--- src/rtl/ahb_spi_pkg.sv ---
// Shared definitions for the AHB-to-SPI bridge: request word layout and
// the SPI master state encoding.
package ahb_spi_pkg;

  localparam int FRAME_W  = 41;
  localparam int RW_BIT   = 40;
  localparam int ADDR_MSB = 39;
  localparam int ADDR_LSB = 32;
  localparam int DATA_MSB = 31;

  typedef enum logic [2:0] {
    IDLE  = 3'd0,
    POP   = 3'd1,
    LOAD  = 3'd2,
    SHIFT = 3'd3,
    HOLD  = 3'd4,
    PUSH  = 3'd5,
    GAP   = 3'd6
  } spi_state_t;

endpackage

--- src/rtl/spi_master_ctrl_clk_gen.sv ---
// SCLK divider: toggles SCLK every CLK_DIV cycles while enabled, and reports
// which edge the next toggle produces so the master can act on it.
module spi_clk_gen #(
  parameter int CLK_DIV = 4
) (
  input  logic HCLK,
  input  logic HRESET,
  input  logic en,
  output logic sclk,
  output logic rise_stb,
  output logic fall_stb,
  output logic cnt_done
);

  localparam int CW = (CLK_DIV > 2) ? $clog2(CLK_DIV) : 1;

  logic [CW-1:0] cnt;

  assign cnt_done = en && (cnt == CW'(CLK_DIV - 1));
  assign rise_stb = cnt_done && !sclk;
  assign fall_stb = cnt_done && sclk;

  // Disabling parks SCLK low and restarts the half-period count.
  always_ff @(posedge HCLK or posedge HRESET) begin
    if (HRESET) begin
      cnt  <= '0;
      sclk <= 1'b0;
    end else if (!en) begin
      cnt  <= '0;
      sclk <= 1'b0;
    end else if (cnt_done) begin
      cnt  <= '0;
      sclk <= ~sclk;
    end else begin
      cnt  <= cnt + 1'b1;
    end
  end

endmodule

--- src/rtl/spi_master_ctrl.sv ---
// SPI mode-0 master: pops request words from the TxFIFO, runs one frame per
// word and pushes the 32-bit response of read frames into the RxFIFO.
module spi_master_ctrl
  import ahb_spi_pkg::*;
#(
  parameter int CLK_DIV = 4,
  parameter int ADDR_W  = 8,
  parameter int DATA_W  = 32,
  localparam int FW     = 1 + ADDR_W + DATA_W
) (
  input  logic              HCLK,
  input  logic              HRESET,
  input  logic [FW-1:0]     DATA_from_TxFIFO,
  input  logic              TxFIFO_empty,
  output logic              TxFIFO_rd_en,
  output logic [DATA_W-1:0] DATA_to_RxFIFO,
  output logic              RxFIFO_wr_en,
  input  logic              RxFIFO_full,
  output logic              SCLK,
  output logic              SS_n,
  output logic              MOSI,
  input  logic              MISO,
  output logic              busy,
  output spi_state_t        state_dbg
);

  localparam int FCW = $clog2(FW + 1);
  localparam int WCW = (CLK_DIV > 2) ? $clog2(CLK_DIV) : 1;

  spi_state_t        state, state_nx;
  logic [FW-1:0]     tx_shift;
  logic [DATA_W-1:0] rx_shift;
  logic [FCW-1:0]    fall_cnt;
  logic [WCW-1:0]    wait_cnt;
  logic              rw_q;
  logic              shift_en, rise_stb, fall_stb, cnt_done;
  logic              last_fall, wait_en, wait_done, pop_ok, push_ok;

  assign shift_en  = (state == SHIFT);
  assign last_fall = cnt_done && SCLK && (fall_cnt == FCW'(FW - 1));
  assign wait_en   = (state == HOLD) || (state == GAP);
  assign wait_done = wait_en && (wait_cnt == WCW'(CLK_DIV - 1));
  assign pop_ok    = (state == IDLE) && !TxFIFO_empty;
  assign push_ok   = (state == PUSH) && !RxFIFO_full;
  assign busy      = (state != IDLE);
  assign state_dbg = state;

  spi_clk_gen #(.CLK_DIV(CLK_DIV)) u_clk_gen (
    .HCLK     (HCLK),
    .HRESET   (HRESET),
    .en       (shift_en),
    .sclk     (SCLK),
    .rise_stb (rise_stb),
    .fall_stb (fall_stb),
    .cnt_done (cnt_done)
  );

  always_ff @(posedge HCLK or posedge HRESET) begin
    if (HRESET) state <= IDLE;
    else        state <= state_nx;
  end

  always_comb begin
    state_nx = state;
    case (state)
      IDLE:    if (!TxFIFO_empty) state_nx = POP;
      POP:     state_nx = LOAD;
      LOAD:    state_nx = SHIFT;
      SHIFT:   if (last_fall) state_nx = HOLD;
      HOLD:    if (wait_done) state_nx = rw_q ? GAP : PUSH;
      PUSH:    if (!RxFIFO_full) state_nx = GAP;
      GAP:     if (wait_done) state_nx = IDLE;
      default: state_nx = IDLE;
    endcase
  end

  // FIFO handshake: TxFIFO_rd_en and RxFIFO_wr_en are single-cycle strobes,
  // each issued only when the FIFO flag seen in the previous cycle allows it.
  always_ff @(posedge HCLK or posedge HRESET) begin
    if (HRESET) begin
      TxFIFO_rd_en   <= 1'b0;
      RxFIFO_wr_en   <= 1'b0;
      DATA_to_RxFIFO <= '0;
    end else begin
      TxFIFO_rd_en <= pop_ok;
      RxFIFO_wr_en <= push_ok;
      if (push_ok) DATA_to_RxFIFO <= rx_shift;
    end
  end

  always_ff @(posedge HCLK or posedge HRESET) begin
    if (HRESET) begin
      wait_cnt <= '0;
    end else if (wait_en && !wait_done) begin
      wait_cnt <= wait_cnt + 1'b1;
    end else begin
      wait_cnt <= '0;
    end
  end

  // Read frames send only rw+addr; the data field goes out as zeros.
  always_ff @(posedge HCLK or posedge HRESET) begin
    if (HRESET) begin
      tx_shift <= '0;
      rx_shift <= '0;
      fall_cnt <= '0;
      rw_q     <= 1'b0;
      SS_n     <= 1'b1;
      MOSI     <= 1'b0;
    end else begin
      case (state)
        LOAD: begin
          tx_shift <= DATA_from_TxFIFO[FW-1] ? DATA_from_TxFIFO
                      : {DATA_from_TxFIFO[FW-1:DATA_W], {DATA_W{1'b0}}};
          rw_q     <= DATA_from_TxFIFO[FW-1];
          rx_shift <= '0;
          fall_cnt <= '0;
          SS_n     <= 1'b0;
          MOSI     <= DATA_from_TxFIFO[FW-1];
        end
        SHIFT: begin
          if (rise_stb) rx_shift <= {rx_shift[DATA_W-2:0], MISO};
          if (last_fall) begin
            MOSI <= 1'b0;
          end else if (fall_stb) begin
            tx_shift <= {tx_shift[FW-2:0], 1'b0};
            MOSI     <= tx_shift[FW-2];
            fall_cnt <= fall_cnt + 1'b1;
          end
        end
        HOLD: if (wait_done) SS_n <= 1'b1;
        default: ;
      endcase
    end
  end

endmodule

--- config.mk ---
export PLATFORM = sky130hd
export DESIGN_NAME = spi_master_ctrl
export DESIGN_NICKNAME = d
export VERILOG_FILES = /design/src/rtl/ahb_spi_pkg.sv /design/src/rtl/spi_master_ctrl_clk_gen.sv /design/src/rtl/spi_master_ctrl.sv
export SDC_FILE = /design/constraint.sdc
export NUM_CORES = 1
export LEC_CHECK = 0
export ABC_CLOCK_PERIOD_IN_PS = 4700
export CAP_MARGIN = 20
export CORE_MARGIN = 1.5
export CORE_UTILIZATION = 48
export CTS_CLUSTER_SIZE = 30
export DETAILED_ROUTE_END_ITERATION = 12
export HOLD_SLACK_MARGIN = 0.08
export PLACE_DENSITY = 0.81
export SLEW_MARGIN = 20
export SYNTH_ARGS = -nofsm -noshare
export SYNTH_HDL_FRONTEND = slang
export SYNTH_HIERARCHICAL = 1
export SYNTH_SLANG_ARGS = --single-unit
--- constraint.sdc ---
create_clock -name HCLK -period 4.7 [get_ports HCLK]
set_clock_uncertainty 0.1 [all_clocks]
set_input_delay 1.41 -clock HCLK [delete_from_list [all_inputs] [get_ports HCLK]]
set_output_delay 1.41 -clock HCLK [all_outputs]
set_load 0.005 [all_outputs]
# Word level (Yosys, flattened, before mapping)
# Cells that the tools add are included.
[totals] wordCells=84 regBits=123 output_inout_bits=41
[op_classes] n_eq_ne=19 add_sub_neg=3 muxes=26 n_reduce_logical=22 n_bitwise=1
[ops] operator="40-bit 2-to-1 mux" count=2
[ops] operator="40-bit one-hot mux with 2 select lines" count=1
[ops] operator="32-bit 2-to-1 mux" count=2
[ops] operator="32-bit one-hot mux with 2 select lines" count=1
[ops] operator="3-bit one-hot mux with 7 select lines" count=1
[ops] operator="2-bit != test (second input constant)" count=9
[ops] operator="3-bit 2-to-1 mux" count=5
[ops] operator="6-bit 2-to-1 mux" count=2
[ops] operator="6-bit one-hot mux with 2 select lines" count=1
[ops] operator="3-bit == test (second input constant)" count=3
[ops] operator="1-bit logical AND" count=8
[ops] operator="2-bit 2-to-1 mux" count=4
[ops] operator="6-bit by 1-bit adder with 6-bit output (second input constant)" count=1
[ops] operator="3-bit by 2-bit == test with 1-bit output (second input constant)" count=2
[ops] operator="6-bit == test (second input constant)" count=1
[ops] operator="2-bit AND reduction" count=3
[ops] operator="1-bit 2-to-1 mux" count=5
[ops] operator="5-bit AND reduction" count=1
[ops] operator="2-bit by 1-bit adder with 2-bit output (second input constant)" count=2
[ops] operator="2-bit == test (second input constant)" count=2
[ops] operator="1-bit zero test" count=4
[ops] operator="1-bit one-hot mux with 2 select lines" count=2
[ops] operator="2-bit nonzero test" count=2
[ops] operator="3-bit by 1-bit == test with 1-bit output (second input constant)" count=1
[ops] operator="other kinds (6)" count=6

# Depth between registers and ports, before layout
[logic_depth] depth_word=6 depth_mapped=11 depth_no_buf=7

# Hierarchy
# The synthesis kept the hierarchy.
[by_module_without_submodules] mod="spi_master_ctrl" n_inst=1 area_each_um2=5144.9 cells_per_inst=441 seq_area_each_um2=3004.1
[by_module_without_submodules] mod="spi_clk_gen" n_inst=1 area_each_um2=142.6 cells_per_inst=12 seq_area_each_um2=75.1

# Worst setup path before layout
# Ideal clock, no wire load.
[synth_timing] kind="input to register" from="input RxFIFO_full" to="register DATA_to_RxFIFO[0]" stages=3 path_buffers=1 slack_ps=2155 arrival_time_ps=2320 t_required_ps=4475 setup_ps=125 cell_sequence="nor4b_4 buf_6 mux2_4"
[synth_between] elab_chain_cells=2
[synth_lines] element="start: declaration" line_no="spi_master_ctrl.sv:18" source="input logic RxFIFO_full,"
[synth_lines] element="1-bit zero test"
[synth_lines] element="1-bit logical AND" line_no="spi_master_ctrl.sv:44" source="assign push_ok = (state == PUSH) && !RxFIFO_full;"
[synth_lines] element="end signal: assignment" line_no="spi_master_ctrl.sv:87" source="if (push_ok) DATA_to_RxFIFO <= rx_shift;"
[synth_lines] element="end: declaration" line_no="spi_master_ctrl.sv:16" source="output logic [DATA_W-1:0] DATA_to_RxFIFO,"
# No other way between the ends.
# A chain may end at the register's enable or synchronous reset.

# Final worst setup path
[layout_timing] from="register state[0] (netlist: state_dbg[0])" to="output busy"
[layout_between] elab_chain_cells=1
[layout_lines] element="start: declaration" line_no="spi_master_ctrl.sv:30" source="spi_state_t state, state_nx;"
[layout_lines] element="start signal: assignment" line_no="spi_master_ctrl.sv:60" source="else state <= state_nx;"
[layout_lines] element="3-bit nonzero test" line_no="spi_master_ctrl.sv:45" source="assign busy = (state != IDLE);"
[layout_lines] element="end: declaration" line_no="spi_master_ctrl.sv:23" source="output logic busy,"
# No other way between the ends.

==> insert_results.sql <==
INSERT INTO impl_metrics (metric_group, metric, value, unit) VALUES
('yosys', 'synth-seq-area-share', '0.582', ''),
('clock_network', 'cts_num_sinks', '123', ''),
('clock_network', 'hold_buffers', '0', ''),
('detailed_routing', 'detailroute.wirelength.met2', '5300', 'µm'),
('yosys', 'synthesized_instance_count', '453', ''),
('floorplanning', 'die_height', '108', 'µm'),
('critical_path', 'critPathLaunchType', 'register', ''),
('global_route', 'maximum_number_of_pins_on_one_net_before_global_route_repair', '87', ''),
('pwr', 'irDropWorstVdd', '0.227', 'mV'),
('detailed_routing', 'route.detailed.wl_per_inst', '15.8', 'µm'),
('status', 'outcome', 'complete, no violations', ''),
('global_route', 'first_global_vias', '3684', ''),
('floorplanning', 'die_boundary_width', '108', 'µm'),
('floorplanning', 'core.rowCount', '38', ''),
('sta', 'slew-limit-headroom', '0.380', ''),
('finish', 'final-instance-count-excl-fill', '687', ''),
('detailed_routing', 'drt-vias-per-instance', '5.50', ''),
('yosys', 'yosysMostFrequentCell', 'dfrtp_1', ''),
('flow_run', 'max_cap_violations', '0', ''),
('detailed_routing', 'wl', '10900', 'µm'),
('detailed_routing', 'dr_total_vias', '3778', ''),
('placed_design', 'placed_instances', '655', ''),
('placed_design', 'preCtsSetupSlack', '1270', 'ps'),
('sta', 'layout_setup_ws', '1170', 'ps'),
('yosys', 'synth_largest_area_cell', 'dfrtp_1', ''),
('sta', 'fin_tns_setup', '0', 'ps'),
('clock_network', 'clkSlewWorstSetupHoldPaths', '60', 'ps'),
('global_route', 'grt_overflow', '0', ''),
('yosys', 'postSynthRegisterBits', '123', ''),
('detailed_routing', 'initial_drt_markers', '229', ''),
('sta', 'final_max_slew_viol_count', '0', ''),
('yosys', 'synthesized_net_count', '503', ''),
('yosys', 'ys_async_sr_fraction', '1.00', ''),
('floorplanning', 'initial_core_util', '0.490', ''),
('pwr', 'total_power', '2390', 'µW'),
('sta', 'grt_setup_unrepaired', 'false', ''),
('finish', 'n_antenna_cell', '0', ''),
('detailed_routing', 'met3RoutedLength', '408', 'µm'),
('placed_design', 'post-dp-hpwl', '6870', 'µm'),
('sta', 'hold_violations', '0', ''),
('floorplanning', 'ios', '87', ''),
('clock_network', 'clkLatencyLatePin', '510', 'ps'),
('clock_network', 'post-cts-setup-buffer-count', '0', ''),
('sta', 'min_period', '3530', 'ps'),
('pwr', 'pwr_density_cell', '353', 'nW/µm²'),
('sta', 'setup_viol', '0', ''),
('clock_network', 'cts_max_level', '4', ''),
('yosys', 'ys.warnings.count', '6', ''),
('critical_path', 'path_class', 'register to primary output', ''),
('critical_path', 'critPathRequiredTime', '3190', 'ps'),
('finish', 'drive_gt1_frac', '0.148', ''),
('detailed_routing', 'routed.top_layer', 'met4', ''),
('placed_design', 'buffer_ports.inserted', '86', ''),
('yosys', 'ys_top_cells_by_count', 'dfrtp_1 (122), nand2_1 (52), o21ai_0 (46), a22o_1 (34), a21oi_1 (33)', ''),
('yosys', 'synth_area_leaders', 'dfrtp_1 (58%), a22o_1 (5.6%), mux2_2 (4.9%), o21ai_0 (4.4%), and3_1 (3.8%)', ''),
('yosys', 'netlist_area', '5290', 'µm²'),
('floorplanning', 'core-area', '10800', 'µm²'),
('sta', 'worst_slew_pin_slew', '927', 'ps'),
('floorplanning', 'floorplan.die_area', '11700', 'µm²'),
('clock_network', 'cts_made_buffers', '17', ''),
('placed_design', 'gpl.final_weighted_congestion', '0.821', ''),
('detailed_routing', 'drc', '0', ''),
('yosys', 'post_synth_edffs', '0', ''),
('clock_network', 'postCtsResizedCells', '0', ''),
('detailed_routing', 'number_of_antenna_violating_nets_in_the_routed_design', '0', ''),
('clock_network', 'clock_tree_from_tritoncts', 'built', ''),
('critical_path', 'data_arrival_time_at_the_worst_slack_endpoint', '2020', 'ps'),
('yosys', 'leading_register_cell_type_out_of_synthesis', 'dfrtp_1', ''),
('detailed_routing', 'wl_met1', '4940', 'µm'),
('yosys', 'synthDominantCellAreaShare', '0.577', ''),
('clock_network', 'clock-root-buffer', 'clkbuf_8', '');
[flip-flops by register name, summed over array words and instances, names as in the netlist]
register	count
wait_cnt	2
u_clk_gen/sclk	1
state_dbg	3
rx_shift	32
u_clk_gen/cnt	2
RxFIFO_wr_en	1
rw_q	1
TxFIFO_rd_en	1
tx_shift	40
SS_n	1
MOSI	1
fall_cnt	6
DATA_to_RxFIFO	32
[cell type report]
cell class              count  area [µm²]
fillers                   829        4020
flip-flops and latches    123        3080
multi-input cells         292        1990
repair buffers             94         921
clock buffers              17         414
well taps                 140         175
clock inverters            15         163
inverters                   6        30.0
[final timing paths]
check	from	end	slack, ps	cells after the start
min reg2reg	wait_cnt[0]	wait_cnt[0]	340	1
max in group asynchronous	HRESET	tx_shift[28]	2420	3
max	state_dbg[0]	busy	1170	2
min	wait_cnt[0]	wait_cnt[0]	340	1
min in group asynchronous	HRESET	u_clk_gen/sclk	1050	2
max reg2reg	state_dbg[2]	fall_cnt[4]	1250	9
[where the power goes]
group | switching [µW] | internal, µW
clock | 494 | 763
sequential | 2.71 | 1060
combinational | 30.8 | 37.1
total | 527 | 1860
[cells in the final DEF (no fill, tap or decap), drive strengths merged, types with 2 or more instances in the layout]
cell | Yosys | routed
nand3 | 4 | 4
clkdlybuf4s50 | 0 | 86
inv | 6 | 12
clkbuf | 16 | 17
and3 | 32 | 32
a22o | 34 | 34
nand2 | 52 | 52
a21oi | 33 | 33
o21ai | 54 | 54
clkinv | 0 | 4
nor4b | 2 | 2
bufinv | 0 | 2
buf | 16 | 8
and2 | 4 | 4
mux2i | 8 | 8
clkinvlp | 0 | 3
ha | 4 | 4
dfrtp | 122 | 122
a31oi | 2 | 2
nor2b | 2 | 2
or2b | 2 | 2
nor2 | 6 | 6
mux2 | 34 | 34
or3 | 2 | 2
[through the flow]
step / hold WS [ps] / instance area, µm² / utilization
global placement: 325 / 6200 / 0.574
finish: 339 / 6780 / 0.628
floorplan: 314 / 5290 / -
CTS: 346 / 6780 / 0.628
detailed placement: 338 / 6200 / 0.574
global route: 355 / 6780 / 0.628
[kinds of logic (layout without fill, tap and decap cells)]
kind of cell | count (synthesis) | in the layout | share of synthesized area
AO/OA/AOI/OAI | 129 | 129 | 0.152
XOR/XNOR | 2 | 2 | 0.00331
adder cells (fa/ha/maj) | 4 | 4 | 0.00947
buffers and inverters | 38 | 132 | 0.0431
flip-flops | 123 | 123 | 0.582
multiplexers | 42 | 42 | 0.0947
AND/OR/NAND/NOR | 115 | 115 | 0.115
[metal layers]
| metal | vias to the layer above | GRT usage |
|---|---|---|
| li1 | 1783 | - |
| met1 | 1883 | 0.276 |
| met2 | 93 | 0.305 |
| met3 | 19 | 0.0482 |
| met4 | 0 | 0.0949 |
| met5 | - | 0 |
[critical path, cell delays in order, from the launching register on]
cell	delay [ps]
dfrtp_1	540
or3_1	490
clkdlybuf4s50_1	480
No activity file was read; power rests on OpenSTA's default activity.
